$ cat config.mk
export PLATFORM = sky130hd
export DESIGN_NAME = csm_divider_seq
export DESIGN_NICKNAME = d
export VERILOG_FILES = /design/src/rtl/csm_divider_seq.sv
export SDC_FILE = /design/constraint.sdc
export NUM_CORES = 1
export LEC_CHECK = 0
export ABC_AREA = 1
export BUFFER_PORTS_ARGS = -buffer_cell sky130_fd_sc_hd__buf_2
export CAP_MARGIN = 10
export CORE_UTILIZATION = 40
export DETAILED_ROUTE_END_ITERATION = 8
export MAX_ROUTING_LAYER = met4
export PLACE_DENSITY = 0.59
export SYNTH_ARGS = -nofsm -noshare
export SYNTH_HDL_FRONTEND = slang
export SYNTH_SLANG_ARGS = --single-unit
$ cat constraint.sdc
create_clock -name clk_i -period 4.2 [get_ports clk_i]
set_input_delay 0.84 -clock clk_i [delete_from_list [all_inputs] [get_ports clk_i]]
set_output_delay 0.84 -clock clk_i [all_outputs]
set_load 0.05 [all_outputs]
$ cat src/rtl/csm_divider_seq.sv
// Iterative unsigned restoring divider built from controlled-subtract-multiplex
// (CSM) rows. Each row is a borrow-ripple subtractor whose borrow-out picks
// either the difference or the unmodified shifted remainder. BITS_PER_CYCLE
// rows are chained per clock; partial remainder and quotient are registered
// between iterations. Operands and results use valid/ready handshakes.
module csm_divider_seq #(
  parameter int unsigned WIDTH          = 8,
  parameter int unsigned BITS_PER_CYCLE = 1
) (
  input  logic             clk_i,
  input  logic             rst_ni,
  input  logic             in_valid_i,
  output logic             in_ready_o,
  input  logic [WIDTH-1:0] dividend_i,
  input  logic [WIDTH-1:0] divisor_i,
  output logic             out_valid_o,
  input  logic             out_ready_i,
  output logic [WIDTH-1:0] quotient_o,
  output logic [WIDTH-1:0] remainder_o,
  output logic             div_zero_o
);

  // Parameter legality
  if (WIDTH < 2) begin : g_width_check
    $error("csm_divider_seq: WIDTH must be at least 2");
  end
  if (BITS_PER_CYCLE == 0 || (WIDTH % BITS_PER_CYCLE) != 0) begin : g_bpc_check
    $error("csm_divider_seq: BITS_PER_CYCLE must be non-zero and divide WIDTH");
  end

  localparam int unsigned NumIter = WIDTH / BITS_PER_CYCLE;
  localparam int unsigned CntW    = (NumIter > 1) ? $clog2(NumIter) : 1;
  localparam logic [CntW-1:0] LastCnt = CntW'(NumIter - 1);

  // FSM encoding
  localparam logic [1:0] StIdle = 2'd0;
  localparam logic [1:0] StBusy = 2'd1;
  localparam logic [1:0] StDone = 2'd2;

  logic [1:0]       state_q, state_d;
  logic [WIDTH-1:0] dvd_q, dvd_d;       // dividend, consumed MSB-first by shifting left
  logic [WIDTH-1:0] dvs_q, dvs_d;       // divisor
  logic [WIDTH:0]   rem_q, rem_d;       // partial remainder, one guard bit for 2Y-1
  logic [WIDTH-1:0] quo_q, quo_d;       // quotient, bits enter at the LSB
  logic [CntW-1:0]  cnt_q, cnt_d;
  logic             zero_q, zero_d;     // current operation has Y == 0
  logic [WIDTH-1:0] quotient_q, quotient_d;
  logic [WIDTH-1:0] remainder_q, remainder_d;
  logic             div_zero_q, div_zero_d;

  // Outputs of the chained CSM rows for the current iteration
  logic [WIDTH:0]   row_rem;
  logic [WIDTH-1:0] row_dvd;
  logic [WIDTH-1:0] row_quo;

  // Chained CSM rows: shift in a dividend bit, ripple-borrow subtract Y, and
  // keep the difference only when no borrow comes out of the top cell.
  always_comb begin
    logic [WIDTH:0] rs;
    logic [WIDTH:0] diff;
    logic [WIDTH:0] ys;
    logic           b;
    row_rem = rem_q;
    row_dvd = dvd_q;
    row_quo = quo_q;
    ys      = {1'b0, dvs_q};
    rs      = '0;
    diff    = '0;
    b       = 1'b0;
    for (int k = 0; k < int'(BITS_PER_CYCLE); k++) begin
      rs      = {row_rem[WIDTH-1:0], row_dvd[WIDTH-1]};
      row_dvd = {row_dvd[WIDTH-2:0], 1'b0};
      b       = 1'b0;
      for (int i = 0; i <= int'(WIDTH); i++) begin
        diff[i] = rs[i] ^ ys[i] ^ b;
        b       = (~rs[i] & ys[i]) | (~(rs[i] ^ ys[i]) & b);
      end
      row_rem = b ? rs : diff;
      row_quo = {row_quo[WIDTH-2:0], ~b};
    end
  end

  // Next-state and datapath control
  always_comb begin
    state_d     = state_q;
    dvd_d       = dvd_q;
    dvs_d       = dvs_q;
    rem_d       = rem_q;
    quo_d       = quo_q;
    cnt_d       = cnt_q;
    zero_d      = zero_q;
    quotient_d  = quotient_q;
    remainder_d = remainder_q;
    div_zero_d  = div_zero_q;
    case (state_q)
      StIdle: begin
        if (in_valid_i && in_ready_o) begin
          dvd_d   = dividend_i;
          dvs_d   = divisor_i;
          rem_d   = '0;
          quo_d   = '0;
          zero_d  = (divisor_i == '0);
          // A zero divisor takes a single pass through BUSY so its result is
          // registered on the edge after acceptance.
          cnt_d   = (divisor_i == '0) ? LastCnt : '0;
          state_d = StBusy;
        end
      end
      StBusy: begin
        rem_d = row_rem;
        dvd_d = row_dvd;
        quo_d = row_quo;
        cnt_d = cnt_q + CntW'(1);
        if (cnt_q == LastCnt) begin
          quotient_d  = zero_q ? '1 : row_quo;
          remainder_d = zero_q ? dvd_q : row_rem[WIDTH-1:0];
          div_zero_d  = zero_q;
          state_d     = StDone;
        end
      end
      StDone: begin
        if (out_valid_o && out_ready_i) begin
          state_d = StIdle;
        end
      end
      default: begin
        state_d = StIdle;
      end
    endcase
  end

  // State and datapath registers, cleared asynchronously
  always_ff @(posedge clk_i or negedge rst_ni) begin
    if (!rst_ni) begin
      state_q     <= StIdle;
      dvd_q       <= '0;
      dvs_q       <= '0;
      rem_q       <= '0;
      quo_q       <= '0;
      cnt_q       <= '0;
      zero_q      <= 1'b0;
      quotient_q  <= '0;
      remainder_q <= '0;
      div_zero_q  <= 1'b0;
    end else begin
      state_q     <= state_d;
      dvd_q       <= dvd_d;
      dvs_q       <= dvs_d;
      rem_q       <= rem_d;
      quo_q       <= quo_d;
      cnt_q       <= cnt_d;
      zero_q      <= zero_d;
      quotient_q  <= quotient_d;
      remainder_q <= remainder_d;
      div_zero_q  <= div_zero_d;
    end
  end

  // Handshake outputs decode the state register only
  always_comb begin
    in_ready_o  = (state_q == StIdle);
    out_valid_o = (state_q == StDone);
    quotient_o  = quotient_q;
    remainder_o = remainder_q;
    div_zero_o  = div_zero_q;
  end

endmodule

==> impl_metrics.csv <==
group,metric,value,unit
floorplan,die-height,83.6,um
route,initialDrtViolationCount,115,
yosys,synthFlopType,"dfrtp_1",
timing,skew,0.0130,ns
timing,maxSlewViolCount,0,
floorplan,initial_core_util,41.7,%
worst_hold_path,hold_class,"flop to flop",
worst_setup_path,arrival,4.02,ns
power_and_ir_drop,p_per_area,886,nW/um^2
power_and_ir_drop,comb_power_share,53.8,%
power_and_ir_drop,p_sw_share,49.7,%
yosys,ys_types,23,
yosys,synth_seq_cells,54,
timing,finalHoldViolations,0,
placed_design,dp_cells,434,
timing,max_freq,266,MHz
floorplan,die_width,83.6,um
yosys,netlist_instances,329,
worst_hold_path,hold_end,"remainder_o[0]",
power_and_ir_drop,p_clk_share,11.7,%
run,max_cap_viol_count,0,
timing,rsz0062_at_grt,"false",
global_routing,grt_usage,17.9,%
yosys,yosys-top-cells-count,"nand2_1 (126), dfrtp_1 (54), inv_1 (32), nor2_1 (30), o21ai_0 (27)",
yosys,synth_top_area_cell,"dfrtp_1",
clocking,clock_sinks,54,
clocking,cts_max_level,2,
layout,fin_cells,442,
layout,drive_gt1_share,16.2,%
timing,finalSetupViolCount,0,
yosys,ys_seq_area_share,50.7,%
worst_setup_path,endpoint_kind,"flop",
route,ant_nets,0,
worst_setup_path,crit_path_max_fanout,9,
global_routing,antenna_found_initial,0,
clocking,clk_pin_slew,0.11,ns
worst_setup_path,worstRegToRegCells,18,
power_and_ir_drop,seq_power_share,34.5,%
clocking,cts_made_buffers,5,
route,wl_per_cell,12.6,um
worst_setup_path,rr_endpoint,"remainder_o[5]",
worst_setup_path,slowest_stage,"dfrtp_1",
clocking,cts_tree,"built",
timing,period_share,89.7,%
layout,syn_to_final_growth,12.4,%
worst_setup_path,worstPathRequired,4.45,ns
global_routing,overflow,0,
worst_setup_path,path_class,"flop to flop",
worst_hold_path,holdPathStages,2,
floorplan,coreArea,6390,um^2
floorplan,dieArea,6990,um^2
route,vias,2136,
global_routing,grt_max_degree,36,
layout,fin_nets,394,
timing,slew_headroom,42.6,%
clocking,cts_resized,0,
yosys,synth_area_per_cell,8.10,um^2
route,drc,0,
yosys,synth_edf_count,0,
worst_setup_path,crit_chain,"inv_1 -> ha_1 -> fa_1 -> fa_1 -> fa_1 -> fa_1 -> inv_1 -> fa_1 -> inv_1 -> fa_1 -> inv_1 -> fa_1 -> inv_1 -> nand2_1 -> nand2_1 -> nand3_1 -> nand2_1 -> nand2_1",
yosys,yosys-top-cells-area,"dfrtp_1 (51%), nand2_1 (18%), fa_1 (5.3%), o21ai_0 (5.1%), inv_1 (4.5%)",
power_and_ir_drop,p_leak,0.00164,uW
clocking,cts_hold_buffers,0,
placed_design,dpl.hpwl,3.89,mm
yosys,synth_area,2670,um^2
floorplan,ios,39,
route,routed_wl,5.57,mm
layout,n_fill_cell,658,
clocking,cts.root.buffer_cell,"clkbuf_8",
worst_hold_path,min-delay-start,"remainder_o[0]",
yosys,synth_top_area_share,50.7,%
power_and_ir_drop,p_int,1340,uW
worst_setup_path,start_kind,"flop",
clocking,clockBufferDepth,2,
layout,antenna_cells,0,
placed_design,place_congestion,0.798,
yosys,syn-num-nets,359,
global_routing,grt_pass1_vias,2031,
timing,min_period,3.77,ns
worst_setup_path,cpMostUsedCell,"fa_1",
worst_setup_path,r2r_start,"dvd_q[7]",
worst_setup_path,ff2ff_setup_slack,0.43,ns
yosys,ys_warn_count,0,
worst_setup_path,path_delay_family,"adder cells",
worst_setup_path,cp_num_buf_inv,5,
power_and_ir_drop,vdd_ir_drop_max,0.000473,V
yosys,async_flop_share,100,%
route,dr.pass1.iters,4,
global_routing,grt_first_pass_wirelength,9.72,mm
worst_setup_path,slowest_delay,0.39,ns
clocking,post_cts_buffers,0,
timing,setup_tns,0,ns
route,routed_via_density,4.83,
clocking,insertion_delay,0.32,ns
power_and_ir_drop,p_switching,1320,uW
floorplan,std_cell_rows,29,
placed_design,io_buffers,38,
timing,worst_pin_slew,0.860,ns
outcome,status,"completed",
yosys,synth.most_common_cell,"nand2_1",
[worst max-delay path by stage]
stage | slack, ns | depth (start not counted) | end | startpoint
finish | 0.43 | 18 | remainder_o[5] | dvd_q[7]
global route | 0.15 | 15 | rem_q[5] | dvd_q[7]
CTS | 0.41 | 18 | remainder_o[5] | dvd_q[7]
detailed placement | 0.46 | 15 | rem_q[3] | dvd_q[7]
global placement | 0.55 | 15 | rem_q[3] | dvd_q[7]
floorplan | 0.70 | 14 | rem_q[7] | dvd_q[7]
[cell type report]
| class | instances | area [um^2] | share of cell area, % |
|---|---|---|---|
| repair buffers | 40 | 205 | 6.85 |
| inverters | 35 | 131 | 4.38 |
| multi-input cells | 228 | 1110 | 37.2 |
| clock inverters | 3 | 28.8 | 0.960 |
| clock buffers | 5 | 68.8 | 2.30 |
| well taps | 77 | 96.3 | 3.22 |
| flip-flops and latches | 54 | 1350 | 45.1 |
[state kept, by name, summed over array words and instances, names as in the netlist]
name	cells
cnt_q	3
dvs_q	8
state_q	2
div_zero_o	1
dvd_q	8
quotient_o	8
rem_q	8
remainder_o	8
quo_q	7
zero_q	1
[power by group through the flow]
stage	combinational [uW]	sequential, uW	clock (uW)
finish	1430	916	312
global route	1650	950	341
CTS	1440	919	326
detailed placement	1440	929	0
global placement	1420	924	0
floorplan	898	1140	0
[worst min-delay path, cell delays in order (launching register included)]
cell and delay (ns):
dfrtp_1 0.35, nand2_1 0.06, nand2_1 0.05
[per-layer routing]
metal  vias up  track usage (%)  wire length, um
met1      1003             23.6             2710
li1       1084                -                -
met3         8             3.66              221
met2        41             27.7             2560
met4         0             5.70               79
met5         -                -                0
[stage by stage]
step | area [um^2] | utilization [%] | setup slack (ns) | hold WS [ns] | total power [uW]
final | 3000 | 46.9 | 0.434 | 0.485 | 2660
after detailed placement | 2900 | 45.4 | 0.457 | 0.463 | 2370
after global placement | 2900 | 45.4 | 0.549 | 0.461 | 2340
after floorplan | 2670 | - | 0.700 | 0.453 | 2040
after global routing | 3000 | 46.9 | 0.153 | 0.501 | 2940
after CTS | 3000 | 46.9 | 0.408 | 0.491 | 2690
[cells in the final DEF (no fill, tap or decap), drive strengths merged]
cell type	synthesis	routed
nand2	128	128
dfrtp	54	54
buf	11	40
o21ai	37	37
inv	34	36
nor2	35	35
nand3	10	10
fa	7	7
o22ai	6	6
clkbuf	1	5
ha	3	3
clkinv	1	2
o31ai	1	1
mux2i	1	1
[kinds of logic after synthesis]
| family | after synthesis | synth area share, % |
|---|---|---|
| AO/OA/AOI/OAI | 44 | 8.92 |
| adder cells (fa/ha/maj) | 10 | 6.67 |
| buffers and inverters | 47 | 7.46 |
| flip-flops | 54 | 50.7 |
| multiplexers | 1 | 0.376 |
| AND/OR/NAND/NOR | 173 | 25.9 |
No activity file was read; power rests on OpenSTA's default activity.
